### src/rtl/lane_align_7l.sv
// Lane deskew buffer: one small FIFO per lane; a full word set is released
// only once every lane holds at least one word, preserving per-lane order.
module lane_align_7l #(
  parameter int DATA_WIDTH = 18,
  parameter int LANES      = 4,
  parameter int DEPTH      = 8
) (
  input  logic                        clk,
  input  logic                        reset,
  input  logic [LANES*DATA_WIDTH-1:0] lane_in,
  input  logic [LANES-1:0]            lane_valid,
  output logic [LANES*DATA_WIDTH-1:0] align_out,
  output logic                        align_valid,
  input  logic                        align_ready,
  input  logic                        err_clr,
  output logic [LANES-1:0]            ovf_err
);

  localparam int PTR_W = $clog2(DEPTH);
  localparam int CNT_W = $clog2(DEPTH + 1);

  logic [DATA_WIDTH-1:0] mem [LANES][DEPTH];
  logic [PTR_W-1:0]      wr_ptr [LANES];
  logic [PTR_W-1:0]      rd_ptr [LANES];
  logic [CNT_W-1:0]      count [LANES];

  logic [LANES-1:0] nonempty;
  logic [LANES-1:0] full;
  logic [LANES-1:0] push;
  logic [LANES-1:0] ovf;
  logic             load_en;

  // A full lane can still accept a word when the shared pop frees a slot.
  always_comb begin
    nonempty = '0;
    full     = '0;
    push     = '0;
    ovf      = '0;
    for (int i = 0; i < LANES; i++) begin
      nonempty[i] = (count[i] != '0);
      full[i]     = (count[i] == CNT_W'(DEPTH));
    end
    load_en = (&nonempty) && (!align_valid || align_ready);
    for (int i = 0; i < LANES; i++) begin
      push[i] = lane_valid[i] && (!full[i] || load_en);
      ovf[i]  = lane_valid[i] && full[i] && !load_en;
    end
  end

  // Stage p0: FIFO pointer and occupancy control
  always_ff @(posedge clk) begin
    if (reset) begin
      for (int i = 0; i < LANES; i++) begin
        wr_ptr[i] <= '0;
        rd_ptr[i] <= '0;
        count[i]  <= '0;
      end
    end else begin
      for (int i = 0; i < LANES; i++) begin
        if (push[i]) wr_ptr[i] <= wr_ptr[i] + PTR_W'(1);
        if (load_en) rd_ptr[i] <= rd_ptr[i] + PTR_W'(1);
        count[i] <= count[i] + CNT_W'(push[i]) - CNT_W'(load_en);
      end
    end
  end

  always_ff @(posedge clk) begin
    for (int i = 0; i < LANES; i++) begin
      if (!reset && push[i]) mem[i][wr_ptr[i]] <= lane_in[i*DATA_WIDTH +: DATA_WIDTH];
    end
  end

  // Stage p1: registered aligned output set
  always_ff @(posedge clk) begin
    if (reset) begin
      align_out   <= '0;
      align_valid <= 1'b0;
    end else if (load_en) begin
      for (int i = 0; i < LANES; i++) begin
        align_out[i*DATA_WIDTH +: DATA_WIDTH] <= mem[i][rd_ptr[i]];
      end
      align_valid <= 1'b1;
    end else if (align_ready) begin
      align_valid <= 1'b0;
    end
  end

  // Overflow set takes priority over a same-edge clear.
  always_ff @(posedge clk) begin
    if (reset) begin
      ovf_err <= '0;
    end else begin
      for (int i = 0; i < LANES; i++) begin
        if (ovf[i])       ovf_err[i] <= 1'b1;
        else if (err_clr) ovf_err[i] <= 1'b0;
      end
    end
  end

endmodule
### config.mk
export PLATFORM = sky130hd
export DESIGN_NAME = lane_align_7l
export DESIGN_NICKNAME = d
export VERILOG_FILES = /design/src/rtl/lane_align_7l.sv
export SDC_FILE = /design/constraint.sdc
export NUM_CORES = 1
export LEC_CHECK = 0
export CAP_MARGIN = 10
export CORE_MARGIN = 1.5
export CORE_UTILIZATION = 30
export CTS_CLUSTER_SIZE = 12
export DETAILED_ROUTE_END_ITERATION = 10
export GPL_TIMING_DRIVEN = 0
export HOLD_SLACK_MARGIN = 0.06
export SLEW_MARGIN = 25
export SYNTH_ARGS = -nofsm -noshare
export SYNTH_HDL_FRONTEND = slang
export SYNTH_SLANG_ARGS = --single-unit
### constraint.sdc
create_clock -name clk -period 9.4 [get_ports clk]
set_clock_uncertainty 0.1 [all_clocks]
set_input_delay 1.41 -clock clk [delete_from_list [all_inputs] [get_ports clk]]
set_output_delay 1.41 -clock clk [all_outputs]
set_load 0.01 [all_outputs]
==> flow_summary.yaml, run 1 <==
cells_and_area:
  nets: 1790
  fin_cells: 2906
  fin_area_sq_um: 33100
  area_growth_pct: 22.6
  final_util: 0.373
  drive_gt1_frac: 0.250
floorplan:
  start_util: 0.304
  die_width_um: 303
  num_rows: 109
  fp.dieArea_sq_um: 91700
  fp.dieH_um: 303
  core_sq_um: 88800
  num_io_pins: 157
clock_tree:
  cts_resized: 0
  hold_buffers: 0
  root_buffer: "clkbuf_16"
  cts_inserted_buffers: 75
  post_cts_buffers: 0
  cts_sinks: 693
  cts_tree: "done"
  cts.clk_slew.worst_paths_ns: 0.06
  clkLatencyLatePin_ns: 0.61
  h-tree-depth: 3
  clk_path_buf_depth: 3
flow_run:
  maxCapViolCount: 0
yosys:
  synth_fa_ha_area_frac: 0.0169
  synthCells: 1372
  synthesis.area_sq_um: 27000
  synth-warning-count: 0
  ys_ff_latch: 693
  synth_top_family_by_area: "multiplexers"
  synth.mux.area_fraction: 0.147
  ys_seq_area_frac: 0.737
  synth_fp_nets: 1486
  synth_cell_type_count: 47
  yosys.area_share.simple: 0.0268
  avgSynthCellArea_sq_um: 19.7
  synth_xor_area_frac: 0.00519
  synth_compound_area_frac: 0.0479
global_route:
  grt_overflow: 0
  grt_pass1_wl_mm: 95.0
  grt_max_degree: 19
  grt_antenna_before_repair: 12
  grt_pass1_vias: 14700
  track_usage: 0.140
timing:
  rsz0062_at_grt: "false"
  drv_slew: 0
  relSlewSlack: 0.340
  fin_ws_ns: 5.23
  worst_slew_pin_slew_ns: 0.989
  period_minus_slack_ns: 4.17
  finalSetupViolations: 0
  finalHoldViolations: 0
  max_freq_mhz: 240
  period_share: 0.443
  fin_setup_tns_ns: 0
  holdWs_ns: 0.395
setup_path:
  worstPathArrival_ns: 4.29
  r2r-start: "count[3][2]"
  endpoint_kind: "register"
  critPathLaunchType: "primary input"
  path_max_fanout: 12
  critical_path_class: "in2reg"
  cp-startpoint: "reset"
  critPathRequiredTime_ns: 9.52
  ff2ff_setup_slack_ns: 5.48
placed_design:
  gp_congestion: 0.718
  placedInstanceArea_sq_um: 30600
  dpl.hpwl_mm: 43.5
  dpl_worst_slack_ns: 4.46
  dp_cells: 2764
  port_buffers: 156
route:
  detail_route.iter0.violations: 990
  drt-total-wl_mm: 63.6
  num_vias: 13800
  viasPerCell: 4.73
  drtAntennaViolNets: 0
  drc: 0
  first_pass_iters: 5
  wire_per_inst_um: 21.9
hold_path:
  hp-class: "reg2reg"
  hp-start: "ovf_err[1]"
pwr:
  power_density_nw_per_um2: 283
  leakagePower_nw: 10.6
  p_total_mw: 9.36
  peakVddDrop_mv: 0.126
outcome:
  outcome: "complete, no violations"
[final cells by class]
class	count	area, sq um
fillers	8043	55700
flip-flops and latches	693	19900
multi-input cells	562	6770
clock buffers	113	2110
repair buffers	227	2020
well taps	1165	1460
plain buffers	82	394
clock inverters	26	319
inverters	35	131
diodes	3	7.51
[power by group]
part / leakage, nW / total (mW) / switching (mW) / internal, mW
combinational: 3.24 / 2.59 / 1.39 / 1.20
clock: 1.17 / 2.91 / 1.18 / 1.73
sequential: 6.22 / 3.86 / 0.177 / 3.69
[cells in the final DEF (no fill, tap or decap), drive strengths merged, types with 2 or more instances in the layout]
| master | instances |
|---|---|
| a211oi | 72 |
| a21o | 4 |
| a21oi | 81 |
| and4b | 4 |
| buf | 115 |
| bufinv | 6 |
| clkbuf | 151 |
| clkdlybuf4s50 | 156 |
| clkinv | 14 |
| clkinvlp | 2 |
| dfxtp | 93 |
| diode | 3 |
| edfxtp | 600 |
| fa | 4 |
| ha | 30 |
| inv | 39 |
| mux2i | 72 |
| mux4 | 144 |
| nand2 | 10 |
| nand2b | 13 |
| nand3 | 3 |
| nor2 | 42 |
| nor2b | 7 |
| nor3 | 11 |
| nor3b | 7 |
| nor4 | 13 |
| nor4b | 7 |
| o21bai | 3 |
| o32ai | 2 |
| or3 | 4 |
| or3b | 2 |
| or4 | 2 |
| xnor2 | 12 |
| xor2 | 4 |
[critical path, stage by stage]
cell and delay, ns:
clkdlybuf4s50_1 0.73, clkbuf_1 0.73, clkbuf_1 0.57, nand2b_1 0.85
[worst paths after layout]
path                  endpoint  depth (start not counted)
hold reg to reg     ovf_err[1]                          2
setup / recovery  rd_ptr[0][0]                          4
setup reg to reg   count[0][2]                         14
hold / removal      ovf_err[1]                          2
[state kept, by name (all words and copies together), names as in the netlist]
signal       count
mem            576
wr_ptr          12
align_valid      1
count           16
ovf_err          4
align_out       72
rd_ptr          12
[synth_stat cells (all sizes together)]
cell,count,area share
or4,2,0.00070
and3,1,0.00023
a31oi,1,0.00079
or3,4,0.0011
mux4,144,0.12
xor2,4,0.0013
mux2i,72,0.027
ha,30,0.014
o21ai,1,0.00019
dfxtp,93,0.069
and4b,4,0.0015
inv,35,0.0049
o41ai,1,0.00032
a21oi,81,0.015
o32ai,2,0.00065
a21boi,1,0.00028
a22oi,1,0.00028
edfxtp,600,0.67
or3b,2,0.00065
nor4b,7,0.0023
a41oi,1,0.00032
buf,44,0.0093
nand2b,13,0.0030
o21bai,3,0.00083
nor2,42,0.0058
nor3b,7,0.0019
clkbuf,38,0.0053
fa,4,0.0030
a211oi,72,0.027
nor3,11,0.0020
nand3,3,0.00056
nand2,10,0.0014
a21o,4,0.0011
nor4,13,0.0036
xnor2,12,0.0039
nor4bb,1,0.00037
nor2b,7,0.0016
o2111ai,1,0.00032
[kinds of logic after synthesis]
family / after synthesis
XOR/XNOR: 16
AO/OA/AOI/OAI: 169
AND/OR/NAND/NOR: 127
adder cells (fa/ha/maj): 34
multiplexers: 216
buffers and inverters: 117
flip-flops: 693
[layer usage]
| layer | vias to the layer above | global-route usage | share of wire |
|---|---|---|---|
| met1 | 7141 | 0.179 | 0.42 |
| met3 | 94 | 0.0388 | 0.065 |
| met4 | 16 | 0.0436 | 0.022 |
| met5 | - | 0 | 0.0014 |
| li1 | 6204 | - | - |
| met2 | 299 | 0.233 | 0.49 |
Note: power is estimated with default switching activity, not from simulation.
==> run 2, diff against run 1 <==
- clock period: 9.4 -> 3.35 ns (I/O delays scaled with it)
==> flow_summary.yaml, run 2 (same netlist as run 1, synthesis figures left out) <==
global_route:
  grt_overflow: 0
  track_usage: 0.140
  met3_usage: 0.0395
  top_usage_layer: "met2"
  grt_antenna_before_repair: 10
  grt_max_degree: 19
  grt_util_met1: 0.172
  grt_pass1_vias: 14600
  grt_use_met2: 0.237
  grt_pass1_wl_mm: 94.1
pwr:
  peakVddDrop_mv: 0.368
  power_density_nw_per_um2: 791
  swShare: 0.295
  p_sw_mw: 7.77
  pwr-share-clk: 0.309
  leakagePower_nw: 10.6
  intPower_mw: 18.6
  comb_power_share: 0.279
  power_frac_seq: 0.412
  p_total_mw: 26.3
placed_design:
  placedInstanceArea_sq_um: 30800
  port_buffers: 156
  dpl_worst_slack_ns: -0.723
  gp_congestion: 0.721
  dpl.hpwl_mm: 43.1
  dp_cells: 2750
floorplan:
  fp.dieH_um: 303
  fp.dieArea_sq_um: 91700
  num_rows: 109
  die_width_um: 303
  start_util: 0.304
  core_sq_um: 88800
  num_io_pins: 157
cells_and_area:
  fillers: 8064
  fin_area_sq_um: 33300
  area_growth_pct: 23.4
  regArea_sq_um: 19900
  nets: 1779
  multiInputGateArea_sq_um: 6900
  fin_cells: 2893
  final_common_cell: "edfxtp_1"
  layout_common_cells: "edfxtp_1 (600), clkdlybuf4s50_1 (156), mux4_2 (144)"
  largest_reg_flops: 576
  drive_gt1_frac: 0.253
  final_util: 0.375
route:
  num_vias: 13700
  first_pass_iters: 5
  drt-total-wl_mm: 63.4
  drc: 0
  wire_per_inst_um: 21.9
  drtAntennaViolNets: 0
  detail_route.iter0.violations: 1026
  viasPerCell: 4.75
timing:
  period_minus_slack_ns: 3.12
  drv_slew: 0
  fin_ws_ns: 0.228
  max_freq_mhz: 320
  worst_slew_pin_slew_ns: 0.954
  period_share: 0.932
  relSlewSlack: 0.364
  finalSetupViolations: 0
  rsz0062_at_grt: "false"
  finalHoldViolations: 0
  holdWs_ns: 0.395
  fin_setup_tns_ns: 0
clock_tree:
  root_buffer: "clkbuf_16"
  cts_inserted_buffers: 76
  cts_sinks: 693
  cts_tree: "done"
  h-tree-depth: 3
  cts.clk_slew.worst_paths_ns: 0.06
  clk_path_buf_depth: 3
  hold_buffers: 0
  clkLatencyLatePin_ns: 0.61
setup_path:
  critical_path_class: "reg2reg"
  cp-startpoint: "count[3][2]"
  endpoint_kind: "register"
  r2r-start: "count[3][2]"
  crit_buf_inv: 4
  critPathRequiredTime_ns: 3.79
  worstPathCellList: "inv_1 > ha_1 > nor3b_1 > nor4_4 > buf_4 > buf_4 > a21oi_2 > nor2_1 > ha_1 > inv_1 > fa_1 > nor2_1"
  path_max_fanout: 10
  cp_slowest_cell: "a21oi_2"
  cp_slowest_stage_delay_ns: 0.57
  worstPathArrival_ns: 3.56
  critPathLaunchType: "register"
  cp_top_family: "adder cells"
hold_path:
  hp-class: "reg2reg"
  hp-start: "ovf_err[0]"
flow_run:
  maxCapViolCount: 0
outcome:
  outcome: "complete, no violations"
run 2: changes by cell type in the layout (fill, tap and decap cells not counted), sizes merged:
cell / before / now
buf: 115 / 104
inv: 39 / 36
bufinv: 6 / 4
clkinv: 14 / 16
clkinvlp: 2 / 3
run 2: final timing paths:
check                endpoint  slack (ns)  cells after the start
setup reg to reg  count[1][1]        0.23                     12
hold reg to reg    ovf_err[0]        0.40                      2
setup / recovery  count[1][1]        0.23                     12
hold / removal     ovf_err[0]        0.40                      2
run 2: power by group through the flow:
stage               Sequential (mW)  Combinational, mW  Clock (mW)
finish                         10.8               7.35        8.14
global route                   10.9               8.02        8.66
CTS                            10.9               7.55        8.37
detailed placement             11.0               7.46           0
global placement               11.0               7.18           0
floorplan                      11.1               4.43           0
run 2: worst reg2reg max path: stages (launching register included):
cell	delay, ns
dfxtp_1	0.30
inv_1	0.10
ha_1	0.19
nor3b_1	0.43
nor4_4	0.06
buf_4	0.17
buf_4	0.22
a21oi_2	0.57
nor2_1	0.10
ha_1	0.22
inv_1	0.07
fa_1	0.42
nor2_1	0.11
run 2: per-layer routing:
metal	up-vias	part of all wire
met3	111	0.063
met4	14	0.024
met2	289	0.50
met5	-	0.0012
li1	6170	-
met1	7154	0.41
run 2: layout make-up:
type,count,share of cell area
antenna,3,0.000226
sequential,693,0.597
clock inverter,24,0.00838
tap,1165,0.0438
timing repair buffer,216,0.0624
inverter,35,0.00395
buffer,81,0.0117
clock buffer,114,0.0651
multi-input combinational,562,0.207
run 2: what timing repair did:
item	CTS	global route
gates cloned	0	0
resized for setup	8	2
pin swaps	1	1
buffers inserted	3	0
setup endpoints to repair	141	37
